<file path="src/rtl/hamming_pkg.sv">
// Shared sizing helpers for the streaming Hamming encoder.
// Defining HAMMING_SECDED_EN appends an even overall-parity bit to every codeword.
package hamming_pkg;

  localparam int WCNT_W = 16;
  localparam int NUM_LEGAL_DATA_W = 4;
  localparam int LEGAL_DATA_W [NUM_LEGAL_DATA_W] = '{4, 11, 26, 57};

`ifdef HAMMING_SECDED_EN
  localparam bit SECDED = 1'b1;
`else
  localparam bit SECDED = 1'b0;
`endif

  // Smallest r with 2^r >= data_w + r + 1; the descending scan leaves the smallest match.
  function automatic int par_w(input int data_w);
    par_w = 7;
    for (int r = 7; r >= 1; r--)
      if ((1 << r) >= data_w + r + 1) par_w = r;
  endfunction

  function automatic int code_w(input int data_w, input bit secded);
    return data_w + par_w(data_w) + (secded ? 1 : 0);
  endfunction

  function automatic bit is_pow2(input int pos);
    return (pos > 0) && ((pos & (pos - 1)) == 0);
  endfunction

  function automatic bit is_legal_data_w(input int data_w);
    is_legal_data_w = 1'b0;
    for (int i = 0; i < NUM_LEGAL_DATA_W; i++)
      if (LEGAL_DATA_W[i] == data_w) is_legal_data_w = 1'b1;
  endfunction

  // Data bit carried by non-power-of-two position pos: skip the parity slots at or below it.
  function automatic int data_idx(input int pos);
    return pos - 1 - $clog2(pos + 1);
  endfunction

  // Positions covered by the parity bit at 2^k, excluding that parity bit itself.
  function automatic logic [63:0] cover_mask(input int k);
    cover_mask = '0;
    for (int p = 1; p <= 64; p++)
      if (((p >> k) & 1) == 1 && p != (1 << k)) cover_mask[p-1] = 1'b1;
  endfunction

endpackage

</file>
<file path="src/rtl/hamming_parity_calc.sv">
// Combinational Hamming codeword builder: places data bits and computes parity.
// With HAMMING_SECDED_EN the top bit carries even parity over all other code bits.
module hamming_parity_calc
  import hamming_pkg::*;
#(
  parameter int DATA_W = 4
) (
  input  logic [DATA_W-1:0]                 data_i,
  output logic [code_w(DATA_W, SECDED)-1:0] code_o
);

  localparam int PAR_W = par_w(DATA_W);
  localparam int HAM_W = DATA_W + PAR_W;

  logic [HAM_W-1:0] placed;
  logic [HAM_W-1:0] ham;
  logic [PAR_W-1:0] par;

  // placed has zeros in the parity slots so the checks never depend on themselves.
  for (genvar p = 1; p <= HAM_W; p++) begin : g_pos
    if (is_pow2(p)) begin : g_par
      assign placed[p-1] = 1'b0;
      assign ham[p-1]    = par[$clog2(p)];
    end else begin : g_dat
      assign placed[p-1] = data_i[data_idx(p)];
      assign ham[p-1]    = data_i[data_idx(p)];
    end
  end

  for (genvar k = 0; k < PAR_W; k++) begin : g_chk
    localparam logic [63:0] COVER = cover_mask(k);
    assign par[k] = ^(placed & COVER[HAM_W-1:0]);
  end

`ifdef HAMMING_SECDED_EN
  assign code_o = {^ham, ham};
`else
  assign code_o = ham;
`endif

endmodule

</file>
<file path="src/rtl/hamming_encoder_stream.sv">
// Streaming Hamming encoder: one-deep output register with backpressure, one-shot
// error injection and a wrapping word counter. HAMMING_SECDED_EN selects SECDED codewords.
module hamming_encoder_stream
  import hamming_pkg::*;
#(
  parameter int DATA_W = 4
) (
  input  logic                                        clk,
  input  logic                                        rst_n,
  input  logic                                        ena,
  input  logic                                        in_valid,
  output logic                                        in_ready,
  input  logic [DATA_W-1:0]                           data_in,
  output logic [code_w(DATA_W, SECDED)-1:0]           code_out,
  output logic                                        valid_out,
  input  logic                                        out_ready,
  input  logic                                        inj_arm,
  input  logic [$clog2(code_w(DATA_W, SECDED)+1)-1:0] inj_pos,
  output logic                                        inj_flag,
  output logic [WCNT_W-1:0]                           word_cnt
);

  localparam int CODE_W = code_w(DATA_W, SECDED);
  localparam int POS_W  = $clog2(CODE_W + 1);

  logic [CODE_W-1:0] enc;
  logic [CODE_W-1:0] flip;
  logic              accept;
  logic              pop;

  logic [CODE_W-1:0] code_q, code_d;
  logic              valid_q, valid_d;
  logic              flag_q, flag_d;
  logic              armed_q, armed_d;
  logic [POS_W-1:0]  pos_q, pos_d;
  logic [WCNT_W-1:0] cnt_q, cnt_d;

  hamming_parity_calc #(.DATA_W(DATA_W)) u_parity (
    .data_i (data_in),
    .code_o (enc)
  );

  assign in_ready = ena & (~valid_q | out_ready);
  assign accept   = in_valid & in_ready;
  assign pop      = ena & valid_q & out_ready & ~accept;

  // armed_q is only ever set with an in-range position, so the mask has at most one bit.
  for (genvar i = 0; i < CODE_W; i++) begin : g_flip
    assign flip[i] = armed_q & (pos_q == POS_W'(i + 1));
  end

  always_comb begin
    code_d  = code_q;
    valid_d = valid_q;
    flag_d  = flag_q;
    armed_d = armed_q;
    pos_d   = pos_q;
    cnt_d   = cnt_q;
    if (accept) begin
      code_d  = enc ^ flip;
      flag_d  = armed_q;
      valid_d = 1'b1;
      armed_d = 1'b0;
      cnt_d   = cnt_q + 1'b1;
    end else if (pop) begin
      valid_d = 1'b0;
    end
    // A new arm lands after the current word has taken the previous arm state.
    if (ena & inj_arm) begin
      pos_d   = inj_pos;
      armed_d = (inj_pos != '0) && (inj_pos <= POS_W'(CODE_W));
    end
  end

  always_ff @(posedge clk or negedge rst_n) begin
    if (!rst_n) begin
      code_q  <= '0;
      valid_q <= 1'b0;
      flag_q  <= 1'b0;
      armed_q <= 1'b0;
      pos_q   <= '0;
      cnt_q   <= '0;
    end else begin
      code_q  <= code_d;
      valid_q <= valid_d;
      flag_q  <= flag_d;
      armed_q <= armed_d;
      pos_q   <= pos_d;
      cnt_q   <= cnt_d;
    end
  end

  assign code_out  = code_q;
  assign valid_out = valid_q;
  assign inj_flag  = flag_q;
  assign word_cnt  = cnt_q;

endmodule
</file>
<file path="config.mk">
export PLATFORM = sky130hd
export DESIGN_NAME = hamming_encoder_stream
export DESIGN_NICKNAME = d
export VERILOG_FILES = /design/src/rtl/hamming_pkg.sv /design/src/rtl/hamming_parity_calc.sv /design/src/rtl/hamming_encoder_stream.sv
export SDC_FILE = /design/constraint.sdc
export NUM_CORES = 1
export LEC_CHECK = 0
export ABC_AREA = 1
export BUFFER_PORTS_ARGS = -buffer_cell sky130_fd_sc_hd__buf_2
export CAP_MARGIN = 20
export CELL_PAD_IN_SITES_DETAIL_PLACEMENT = 0
export CELL_PAD_IN_SITES_GLOBAL_PLACEMENT = 1
export CORE_UTILIZATION = 34
export CTS_CLUSTER_SIZE = 20
export DETAILED_ROUTE_END_ITERATION = 6
export PLACE_DENSITY = 0.81
export SYNTH_ARGS = -nofsm -noshare
export SYNTH_HDL_FRONTEND = slang
export SYNTH_SLANG_ARGS = --single-unit
</file>
<file path="constraint.sdc">
create_clock -name clk -period 1.2 [get_ports clk]
set_clock_uncertainty 0.05 [all_clocks]
set_input_delay 0.06 -clock clk [delete_from_list [all_inputs] [get_ports clk]]
set_output_delay 0.06 -clock clk [all_outputs]
set_load 0.005 [all_outputs]
</file>
Word level (Yosys, flattened, before mapping)
Index checks and enable logic that the tools add are counted.
- register bits: 29
- input bits: 13
- output and inout port bits: 26
- word-level logic and storage cells: 43
- $lt $le $gt $ge: 1
- reduce and logical (&&, ||, !) cells: 7
- add/subtract/negate cells: 1
- bitwise operators: 17
- mux-type cells: 4
- equality and inequality tests: 7
- operators with widths (cell ; number):
    7-bit XOR reduction ; 3
    16-bit by 1-bit adder with 16-bit output (second input constant) ; 1
    1-bit AND ; 13
    3-bit equality test (second input constant) ; 4
    7-bit XOR ; 1
    3-bit by 2-bit equality test with 1-bit output (second input constant) ; 2
    1-bit 2-to-1 mux ; 4
    2-bit nonzero test ; 2
    3-bit by 1-bit equality test with 1-bit output (second input constant) ; 1
    3-bit <= comparator (second input constant) ; 1
    3-bit nonzero test ; 1
    1-bit inverter ; 2
    1-bit logical AND ; 1
    1-bit OR ; 1

Depth between registers and ports, before layout
Gate-level depths: netlist (run 1).
- depth in word-level cells: 8
- gate-level depth with buffers: 9
- depth with buffers taken out: 9

Modules after synthesis
Synthesis (run 1) repeated with hierarchy kept, for this count alone.
- cell total of the unflattened synthesis: 214
- area, all modules: 1615.3 µm²
- modules (own cells, without submodules) (module ; instances ; seq. area each (µm²) ; cells each ; area an instance (µm²)):
    hamming_encoder_stream ; 1 ; 725.7 ; 188 ; 1498.9
    hamming_parity_calc ; 1 ; 0.0 ; 26 ; 116.4

Worst setup path before layout (run 1)
Ideal clock, no wire load.
- kind: register to register
- start point: register cnt_q[0], in the netlist word_cnt[0]
- end point: register cnt_q[10], in the netlist word_cnt[10]
- stages on the path, launching flop included: 10
- setup slack: -0.093 ns
- setup time: 0.120 ns
- data required time: 1.030 ns
- data arrival time: 1.123 ns
- clock period less this slack: 1.293 ns
- path buffers: 0
- cell sequence: dfrtp_1 -> ha_1 -> inv_1 -> nor2_4 -> nand2_2 -> clkinv_1 -> nand2_2 -> nor2_1 -> nand2_1 -> nand2_1
- cells in the longest elaborated chain, start to end: 1
- RTL lines (item ; line ; RTL):
    start: declaration ; hamming_encoder_stream.sv:36 ; logic [WCNT_W-1:0] cnt_q, cnt_d;
    start signal: assignment ; hamming_encoder_stream.sv:89 ; cnt_q <= cnt_d;
    16-bit by 1-bit adder with 16-bit output ; hamming_encoder_stream.sv:64 ; cnt_d = cnt_q + 1'b1;
Every way passes these cells.
A chain may end at the register's enable or synchronous reset.

Worst setup path after layout (run 1)
- start point: register cnt_q[1], in the netlist word_cnt[1]
- end point: register cnt_q[4], in the netlist word_cnt[4]
Same word-level chain as after synthesis.

==> results of run 1 <==
[flip-flops by register name, summed over array words and instances, names as in the netlist]
signal	cells
armed_q	1
code_out	7
inj_flag	1
pos_q	3
valid_out	1
word_cnt	16
[critical path, delay by kind of cell (launching register included)]
kind / cells / cell delay, ns
and+or+nand+nor: 2 / 0.17
buffers and inverters: 3 / 0.26
DFF: 1 / 0.37
adders and majority gates: 1 / 0.18
xor gates and xnor gates: 1 / 0.12
[routing by layer]
metal  GRT usage (%)  part of all wire (%)  vias up
li1                -                     -      811
met1            20.0                    46      692
met2            28.0                    48       32
met3            4.27                   4.1        4
met4            6.00                   1.2        0
met5               0                     0        -
[final cells by class]
class / count / area share, %
Sequential cell: 29 / 33.1
Multi-Input combinational cell: 158 / 37.0
Clock buffer: 7 / 3.93
Tap cell: 52 / 2.96
Timing Repair Buffer: 63 / 18.3
Inverter: 27 / 4.73
[power by group through the flow]
stage	combinational, uW	sequential [uW]	clock (uW)
after global placement	779	1310	0
after floorplan	340	1340	0
after CTS	834	1300	838
after global routing	931	1330	885
final	836	1290	819
after detailed placement	782	1310	0
[through the flow]
stage | setup WS (ns) | instances | utilization (%) | TNS (ns)
floorplan | -0.0753 | 215 | - | -0.227
global placement | -0.0693 | 322 | 45.2 | -0.260
detailed placement | -0.0613 | 322 | 45.2 | -0.399
CTS | -0.0764 | 335 | 48.7 | -0.433
global route | -0.147 | 336 | 49.4 | -1.59
finish | -0.0639 | 336 | 49.4 | -0.371
[cell usage in the layout, fill, tap and decap left out, types with 2 or more instances in the layout]
master,n
dfrtp_1,28
inv_1,24
xor2_1,8
nand4_1,8
o21ai_1,3
dlygate4sd3_1,3
nand3b_1,2
clkbuf_8,6
buf_4,20
xnor2_1,2
nor2_2,4
nand2_2,5
nand2_1,80
nand3_1,11
o21ai_0,6
nor2_4,4
buf_2,38
nand3_2,4
nor2_1,16
[kinds of logic (layout without fill, tap and decap cells)]
group           count (synthesis)  after routing  share of synthesized area [%]
simple gates                  135            136                           37.9
fa+ha+maj                       1              1                          0.776
xor+xnor                       10             10                           5.43
compound gates                 11             11                           3.65
flops                          29             29                           45.0
buf+inv                        29             97                           7.29
[how the worst min path moves through the flow]
stage / depth (start not counted) / slack [ns] / to / startpoint
2_1_floorplan: 0 / -0.29 / armed_q$_DFFE_PN0P_ / rst_n
3_3_place_gp: 1 / -0.05 / word_cnt[4]$_DFFE_PN0P_ / rst_n
3_5_place_dp: 1 / -0.05 / word_cnt[4]$_DFFE_PN0P_ / rst_n
4_1_cts: 3 / 0.009 / armed_q$_DFFE_PN0P_ / inj_pos[0]
5_1_grt: 3 / 0.02 / pos_q[0]$_DFFE_PN0P_ / inj_pos[0]
6_report: 3 / 0.01 / pos_q[0]$_DFFE_PN0P_ / inj_pos[0]
[timing repair]
item,CTS,global route
gates cloned,1,0
pin swaps,6,9
buffers inserted,2,1
endpoints found under the setup margin,13,20
gates resized for setup,4,8
endpoints found under the hold margin,31,0
hold buffers,3,0
==> results by group, run 1 <==
Critical path
  • Worst r2r dst: word_cnt[4]$_DFFE_PN0P_
  • CP max-delay cell: dfrtp_1
  • R2r startpoint: word_cnt[1]$_DFFE_PN0P_
  • R2R Setup Slk: -0.06 ns
  • R2R depth: 7
  • Worst Setup SP: word_cnt[1]$_DFFE_PN0P_
  • Crit-path cells: ha_2 -> inv_2 -> nor2_4 -> buf_4 -> buf_4 -> nand2_1 -> xnor2_1
  • CP peak stage delay: 0.37 ns
  • Kind of critical path: flop to flop
  • Crit start category: flop
  • Critical Path AT: 1.38 ns
  • Crit path max fanout: 3
  • Worst Setup End Kind: flop
  • Critical Path RT: 1.32 ns
  • Cell mode on critical path: buf_4
  • CP Capture Point: word_cnt[4]$_DFFE_PN0P_

Floorplan
  • Die area: 0.00502 mm2
  • Core area: 0.00444 mm2
  • Top Ports: 39
  • Cell row count: 24
  • Die Wd: 70.9 um
  • Starting Density: 36.3%
  • Die Ht: 70.9 um

Pwr
  • Logic pwr share: 28.3%
  • Clock power frac: 27.8%
  • Power Density: 1340 mW/mm2
  • Worst VDD drop: 0.658 mV
  • Net Sw Frac: 31.1%
  • Total power: 2950 uW
  • Leak pwr: 0.00117 uW
  • Switch Pwr: 916 uW
  • Internal power: 2030 uW
  • Seq pwr share: 43.9%

Placed design
  • IO Port Bufs: 38
  • RePlAce Congestion: 0.775
  • Detail Placement HPWL: 2770 um
  • Placement Cell Area: 0.00201 mm2

Synthesis
  • Area leader, netlist: dfrtp_1
  • Synthesis-stage register bit count: 29
  • Top cells by count, synth: nand2_1 (80), dfrtp_1 (29), inv_1 (25)
  • Yosys cell types: 22
  • Synth area leaders: dfrtp_1 (45%), nand2_1 (19%), inv_1 (5.8%), nand3_1 (4.3%), xor2_1 (4.3%)
  • Synth Instances: 215
  • Post-synthesis net count: 229
  • Synth warn: 0
  • EDFF count, synth: 0
  • Syn Std Cell Area: 0.00161 mm2
  • Seq/Total Area, Yosys: 45.0%
  • Leading register cell type out of synthesis: dfrtp_1
  • Async SR Flop Fraction: 100%
  • Avg Inst Size Synth: 7.50 um2
  • Most common cell in the netlist: nand2_1
  • Area share of the largest cell type after synthesis: 45.0%

Clocking
  • CTS HTree Levels: 2
  • Clk_lat worst skew: 0.28 ns
  • CTS tree: yes
  • Clock Root Buffer: clkbuf_8
  • Bufs on Longest Clock Path: 2
  • CTS buffer count: 5
  • Worst-path clk slew: 0.06 ns
  • Sink Count: 29

Cells and area
  • Filler cell count: 453
  • NumNets Final: 298
  • Layout cells sized above 1: 31.3%
  • N_diodes: 0
  • Area grow syn2layout: 36.2%
  • Post-route cell area: 0.00220 mm2
  • Multi-input logic area: 812 um2
  • FF+latch area: 727 um2

Worst hold path
  • Hold Crit Class: primary input to flop

STA
  • Unrepaired setup endpoints after global routing: yes
  • Period Utilization, post-route: 105%
  • Worst slew pin tran: 0.387 ns
  • Hold slack: 0.0130 ns
  • Slew margin rel.: 74.2%
  • Final Max Tran Viols: 0
  • FMAX: 791 MHz
  • Post-route setup slack: -0.0639 ns
  • Fin. Hold Viols: 0
  • Final min period: 1.26 ns
  • # setup viols final: 10

Routing
  • Per-cell routed wire length: 11.1 um
  • ANT nets after route: 0
  • Detailed Routing Iterations Pass 1: 6
  • Final routed DRC violation total: 2
  • Vias/cell: 4.58
  • DRT iter0 DRCs: 74
  • Vias: 1539
  • Overall routed net length: 3740 um

Global routing
  • GRT Total Usage: 16.4%
  • Antenna violations before repair: 0
  • Largest net degree at the start of global routing: 16
  • Global-route wire length before repair: 6430 um
  • Number of global-route vias before repair: 1474
  • Gr ovfl total: 0

Status
  • Failing checks: design-rule violations, negative setup slack
  • Outcome: finished, violations left

Job
  • Max Cap Violations: 0
Power figures use the tool's default switching activity.
==> inputs of run 2 (changes only) <==
- BUFFER_PORTS_ARGS: -buffer_cell sky130_fd_sc_hd__buf_2 -> unset
- CORE_UTILIZATION: 34 -> 40
- DONT_BUFFER_PORTS: unset -> 1
- PLACE_DENSITY: 0.81 -> 0.77
- clock period: 1.2 -> 1.55 ns (I/O delays scaled with it)
==> results by group, run 2 (synthesis results as in run 1) <==
Worst hold path
  • Hold Crit Class: primary input to flop (unchanged)
  • Hold path depth: 2 (was 3)

Global routing
  • Number of global-route vias before repair: 1378 (was 1474)
  • Global-route wire length before repair: 5920 um (was 6430 um)
  • Met2 global-route usage: 32.7% (was 28.0%)
  • Gr ovfl total: 0 (unchanged)
  • Gr busiest metal: met2 (unchanged)
  • Largest net degree at the start of global routing: 30 (was 16)
  • Met3 usage: 5.90% (was 4.27%)
  • Antenna violations before repair: 0 (unchanged)
  • GRT Total Usage: 18.2% (was 16.4%)
  • Met1 GRT Util: 19.5% (was 20.0%)

Cells and area
  • Commonest non-fill, non-tap cell in the layout: nand2_1 (unchanged)
  • Post-route cell area: 0.00184 mm2 (was 0.00220 mm2)
  • FF+latch area: 726 um2 (was 727 um2)
  • Layout cells sized above 1: 11.3% (was 31.3%)
  • Max FFs per register: 16 (unchanged)
  • Multi-input logic area: 769 um2 (was 812 um2)
  • Area grow syn2layout: 14.0% (was 36.2%)
  • NumNets Final: 244 (was 298)
  • N_diodes: 0 (unchanged)
  • Commonest non-fill, non-tap cells in the layout: nand2_1 (80), dfrtp_1 (29), inv_1 (25), nor2_1 (18), nand3_1 (14) (was nand2_1 (80), buf_2 (38), dfrtp_1 (28), inv_1 (24), buf_4 (20))
  • Filler cell count: 380 (was 453)

Clocking
  • Worst-path clk slew: 0.06 ns (about the same)
  • CTS buffer count: 5 (unchanged)
  • CTS Hold Buffers Added: 6 (was 3)
  • Bufs on Longest Clock Path: 2 (unchanged)
  • Sink Count: 29 (unchanged)
  • CTS resizes: 0 (was 4)
  • CTS HTree Levels: 2 (unchanged)
  • Clk_lat worst skew: 0.28 ns (about the same)
  • Post-CTS setup buffers: 0 (was 2)
  • Clock Root Buffer: clkbuf_8 (unchanged)
  • CTS tree: yes (unchanged)

Placed design
  • IO Port Bufs: 0 (was 38)
  • Detail Placement HPWL: 2580 um (was 2770 um)
  • Placement Cell Area: 0.00169 mm2 (was 0.00201 mm2)
  • RePlAce Congestion: 0.814 (was 0.775)

Pwr
  • Leak pwr: 0.000918 uW (was 0.00117 uW)
  • Worst VDD drop: 0.442 mV (was 0.658 mV)
  • Power Density: 1090 mW/mm2 (was 1340 mW/mm2)

Routing
  • Per-cell routed wire length: 12.4 um (was 11.1 um)
  • Overall routed net length: 3450 um (was 3740 um)
  • DRT iter0 DRCs: 67 (was 74)
  • Detailed Routing Iterations Pass 1: 4 (was 6)
  • Final routed DRC violation total: 0 (was 2)
  • Vias: 1417 (was 1539)
  • Vias/cell: 5.08 (was 4.58)
  • ANT nets after route: 0 (unchanged)

Floorplan
  • Cell row count: 22 (was 24)
  • Core area: 0.00377 mm2 (was 0.00444 mm2)
  • Top Ports: 39 (unchanged)
  • Die Wd: 65.5 um (was 70.9 um)
  • Die Ht: 65.5 um (was 70.9 um)
  • Die area: 0.00429 mm2 (was 0.00502 mm2)
  • Starting Density: 42.8% (was 36.3%)

STA
  • Period Utilization, post-route: 90.2% (was 105%)
  • Worst slew pin tran: 0.280 ns (was 0.387 ns)
  • Setup_tns: 0 ns (was -0.371 ns)
  • Fin. Hold Viols: 0 (unchanged)
  • Final Max Tran Viols: 0 (unchanged)
  • Slew margin rel.: 81.3% (was 74.2%)
  • # setup viols final: 0 (was 10)
  • Final min period: 1.40 ns (was 1.26 ns)
  • Unrepaired setup endpoints after global routing: no (was yes)
  • FMAX: 715 MHz (was 791 MHz)

Critical path
  • Crit start category: flop (unchanged)
  • Critical Path RT: 1.67 ns (was 1.32 ns)
  • Worst Setup End Kind: flop (unchanged)
  • Critical Path AT: 1.51 ns (was 1.38 ns)
  • Kind of critical path: flop to flop (unchanged)
  • R2R depth: 8 (was 7)
  • Crit path max fanout: 5 (was 3)

Status
  • Outcome: complete, no violations (was finished, violations left)

Job
  • Max Cap Violations: 0 (unchanged)
==> run 2: cell type report <==
type | instances | share of cell area, %
repair buffers | 10 | 5.44
multi-input cells | 157 | 41.8
well taps | 48 | 3.27
flip-flops and latches | 29 | 39.5
inverters | 27 | 5.51
clock inverters | 2 | 0.544
clock buffers | 6 | 3.95
==> run 2: worst max-delay path, stage by stage, from the launching register on <==
cell and delay [ns]:
dfrtp_1 0.42, ha_1 0.18, inv_1 0.07, nor2_4 0.15, nand2_2 0.09, clkinv_1 0.06
nand2_2 0.06, o21ai_1 0.14, nand2_1 0.06
==> run 2: per-stage QoR <==
stage	worst slack, ns	hold slack [ns]	total power [uW]	util (%)	cells
2_1_floorplan	0.257	-0.268	1300	-	215
3_5_place_dp	0.167	-0.267	1400	44.7	265
3_3_place_gp	0.226	-0.267	1390	44.7	265
4_1_cts	0.158	0.0151	2030	48.8	279
5_1_grt	0.0416	0.0353	2120	48.8	279
6_report	0.152	0.0187	2000	48.8	279
==> run 2: where the power goes <==
group	internal (uW)	total, uW	switching (uW)
registers	887	1050	159
clock network	310	588	278
logic	157	369	213
==> run 2: final timing paths <==
| kind | from | end | slack, ns |
|---|---|---|---|
| max | word_cnt[1]$_DFFE_PN0P_ | word_cnt[8]$_DFFE_PN0P_ | 0.15 |
| min | ena | armed_q$_DFFE_PN0P_ | 0.02 |
| max reg2reg | word_cnt[1]$_DFFE_PN0P_ | word_cnt[8]$_DFFE_PN0P_ | 0.15 |
| min reg2reg | code_out[0]$_DFFE_PN0P_ | code_out[0]$_DFFE_PN0P_ | 0.46 |
| max in group asynchronous | rst_n | word_cnt[2]$_DFFE_PN0P_ | 1.10 |
| min in group asynchronous | rst_n | word_cnt[11]$_DFFE_PN0P_ | 0.19 |
==> run 2: layer usage <==
metal,share of wire (%),up-vias
met3,5.5,7
met4,1.8,0
met1,42,671
met2,50,34
met5,0,-
li1,-,705
==> inputs of run 3 (changes only) <==
- clock period: 1.55 -> 1.7 ns (I/O delays scaled with it)
==> results by group, run 3 (synthesis results as in run 1) <==
Status
  • Outcome: complete, no violations (unchanged)

Placed design
  • Detail Placement HPWL: 2600 um (was 2580 um)
  • Placement Cell Area: 0.00167 mm2 (was 0.00169 mm2)
  • IO Port Bufs: 0 (unchanged)
  • Placed cells: 263 (was 265)
  • RePlAce Congestion: 0.873 (was 0.814)

Cells and area
  • Commonest non-fill, non-tap cells in the layout: nand2_1 (80), dfrtp_1 (29), inv_1 (25), nor2_1 (18), nand3_1 (14) (unchanged)
  • Max FFs per register: 16 (unchanged)
  • Finished Layout Cells: 277 (was 279)
  • Layout cells sized above 1: 10.0% (was 11.3%)
  • Post-route cell area: 0.00184 mm2 (about the same)
  • N_diodes: 0 (unchanged)
  • Area grow syn2layout: 14.0% (about the same)
  • Commonest non-fill, non-tap cell in the layout: nand2_1 (unchanged)
  • NumNets Final: 243 (was 244)

Clocking
  • CTS tree: yes (unchanged)
  • Post-CTS setup buffers: 0 (unchanged)
  • Bufs on Longest Clock Path: 2 (unchanged)
  • CTS buffer count: 5 (unchanged)
  • Worst-path clk slew: 0.05 ns (was 0.06 ns)
  • CTS HTree Levels: 2 (unchanged)
  • Clk_lat worst skew: 0.28 ns (about the same)
  • Sink Count: 29 (unchanged)
  • Clock Root Buffer: clkbuf_8 (unchanged)

Routing
  • Detailed Routing Iterations Pass 1: 4 (unchanged)
  • ANT nets after route: 0 (unchanged)
  • Per-cell routed wire length: 12.2 um (was 12.4 um)
  • Vias: 1364 (was 1417)
  • Final routed DRC violation total: 0 (unchanged)
  • Overall routed net length: 3390 um (was 3450 um)
  • DRT iter0 DRCs: 75 (was 67)
  • Vias/cell: 4.92 (was 5.08)

Floorplan
  • Cell row count: 22 (unchanged)
  • Die Ht: 65.5 um (unchanged)
  • Starting Density: 42.8% (unchanged)
  • Core area: 0.00377 mm2 (unchanged)
  • Die Wd: 65.5 um (unchanged)
  • Top Ports: 39 (unchanged)
  • Die area: 0.00429 mm2 (unchanged)

STA
  • Worst slew pin tran: 0.259 ns (was 0.280 ns)
  • # setup viols final: 0 (unchanged)
  • FMAX: 633 MHz (was 715 MHz)
  • Unrepaired setup endpoints after global routing: no (unchanged)
  • Period Utilization, post-route: 93.0% (was 90.2%)
  • Final Max Tran Viols: 0 (unchanged)
  • Fin. Hold Viols: 0 (unchanged)
  • Final min period: 1.58 ns (was 1.40 ns)
  • Setup_tns: 0 ns (unchanged)
  • Slew margin rel.: 82.7% (was 81.3%)

Critical path
  • Crit path max fanout: 11 (was 5)
  • Critical Path RT: 1.80 ns (was 1.67 ns)
  • Kind of critical path: flop to flop (unchanged)
  • Crit start category: flop (unchanged)
  • Critical Path AT: 1.68 ns (was 1.51 ns)
  • Worst Setup End Kind: flop (unchanged)

Global routing
  • GRT Total Usage: 18.3% (was 18.2%)
  • Largest net degree at the start of global routing: 30 (unchanged)
  • Antenna violations before repair: 0 (unchanged)
  • Number of global-route vias before repair: 1435 (was 1378)
  • Gr ovfl total: 0 (unchanged)
  • Global-route wire length before repair: 5950 um (was 5920 um)

Pwr
  • Power Density: 1000 mW/mm2 (was 1090 mW/mm2)
  • Worst VDD drop: 0.425 mV (was 0.442 mV)
  • Leak pwr: 0.000911 uW (was 0.000918 uW)

Worst hold path
  • Hold Crit Class: primary input to flop (unchanged)

Job
  • Max Cap Violations: 0 (unchanged)
## run 3: changes by cell type in the layout (fill, tap and decap cells not counted)
cell	before	now
clkbuf_8	5	6
dlygate4sd3_1	5	6
buf_4	4	2
clkinv_2	2	0
## run 3: critical path: stages (launching register included)
cell	delay [ns]
dfrtp_1	0.41
nand2_2	0.11
nand3_4	0.16
nand2_1	0.12
a32oi_1	0.05
dlygate4sd3_1	0.56
## run 3: path summary, 6_finish.rpt
path                       slack (ns)                        to  cells past startpoint               startpoint
hold reg to reg                  0.46   code_out[0]$_DFFE_PN0P_                      2  code_out[0]$_DFFE_PN0P_
setup reg to reg                 0.12       armed_q$_DFFE_PN0P_                      5    valid_out$_DFFE_PN0P_
setup / recovery                 0.12       armed_q$_DFFE_PN0P_                      5    valid_out$_DFFE_PN0P_
min in group asynchronous        0.20  word_cnt[13]$_DFFE_PN0P_                      2                    rst_n
hold / removal                   0.03     valid_out$_DFFE_PN0P_                      2                      ena
max in group asynchronous        1.24     valid_out$_DFFE_PN0P_                      2                    rst_n
## run 3: metal layers
metal / up-vias / part of all wire (%) / track usage [%]
met3: 4 / 4.6 / 6.60
met1: 633 / 42 / 19.7
met4: 0 / 0.92 / 7.07
met5: - / 0 / 0
met2: 31 / 53 / 32.3
li1: 696 / - / -
## run 3: where the power goes
group	switching (uW)	leakage, uW	internal (uW)
sequential	164	0.000366	809
combinational	176	0.000501	131
clock	242	0.0000443	320
## run 3: area by class of cell
type	count	area, um2
well taps	48	60.1
flip-flops and latches	29	726
inverters	27	101
fillers	367	1930
repair buffers	9	95.1
clock buffers	7	86.3
multi-input cells	157	769
## run 3: metrics by stage
stage	hold slack [ns]	power [uW]	utilization [%]	setup slack, ns
after detailed placement	-0.260	1270	44.3	0.271
after global routing	0.0413	1960	48.7	0.0188
final	0.0263	1840	48.7	0.120
after global placement	-0.260	1250	44.3	0.322
after CTS	0.0293	1870	48.7	0.105
after floorplan	-0.261	1180	-	0.407
## run 3: what timing repair did
action,CTS,global route
hold buffers,7,0
endpoints found under the hold margin,34,0
gates resized for setup,0,0
setup endpoints to repair,0,0
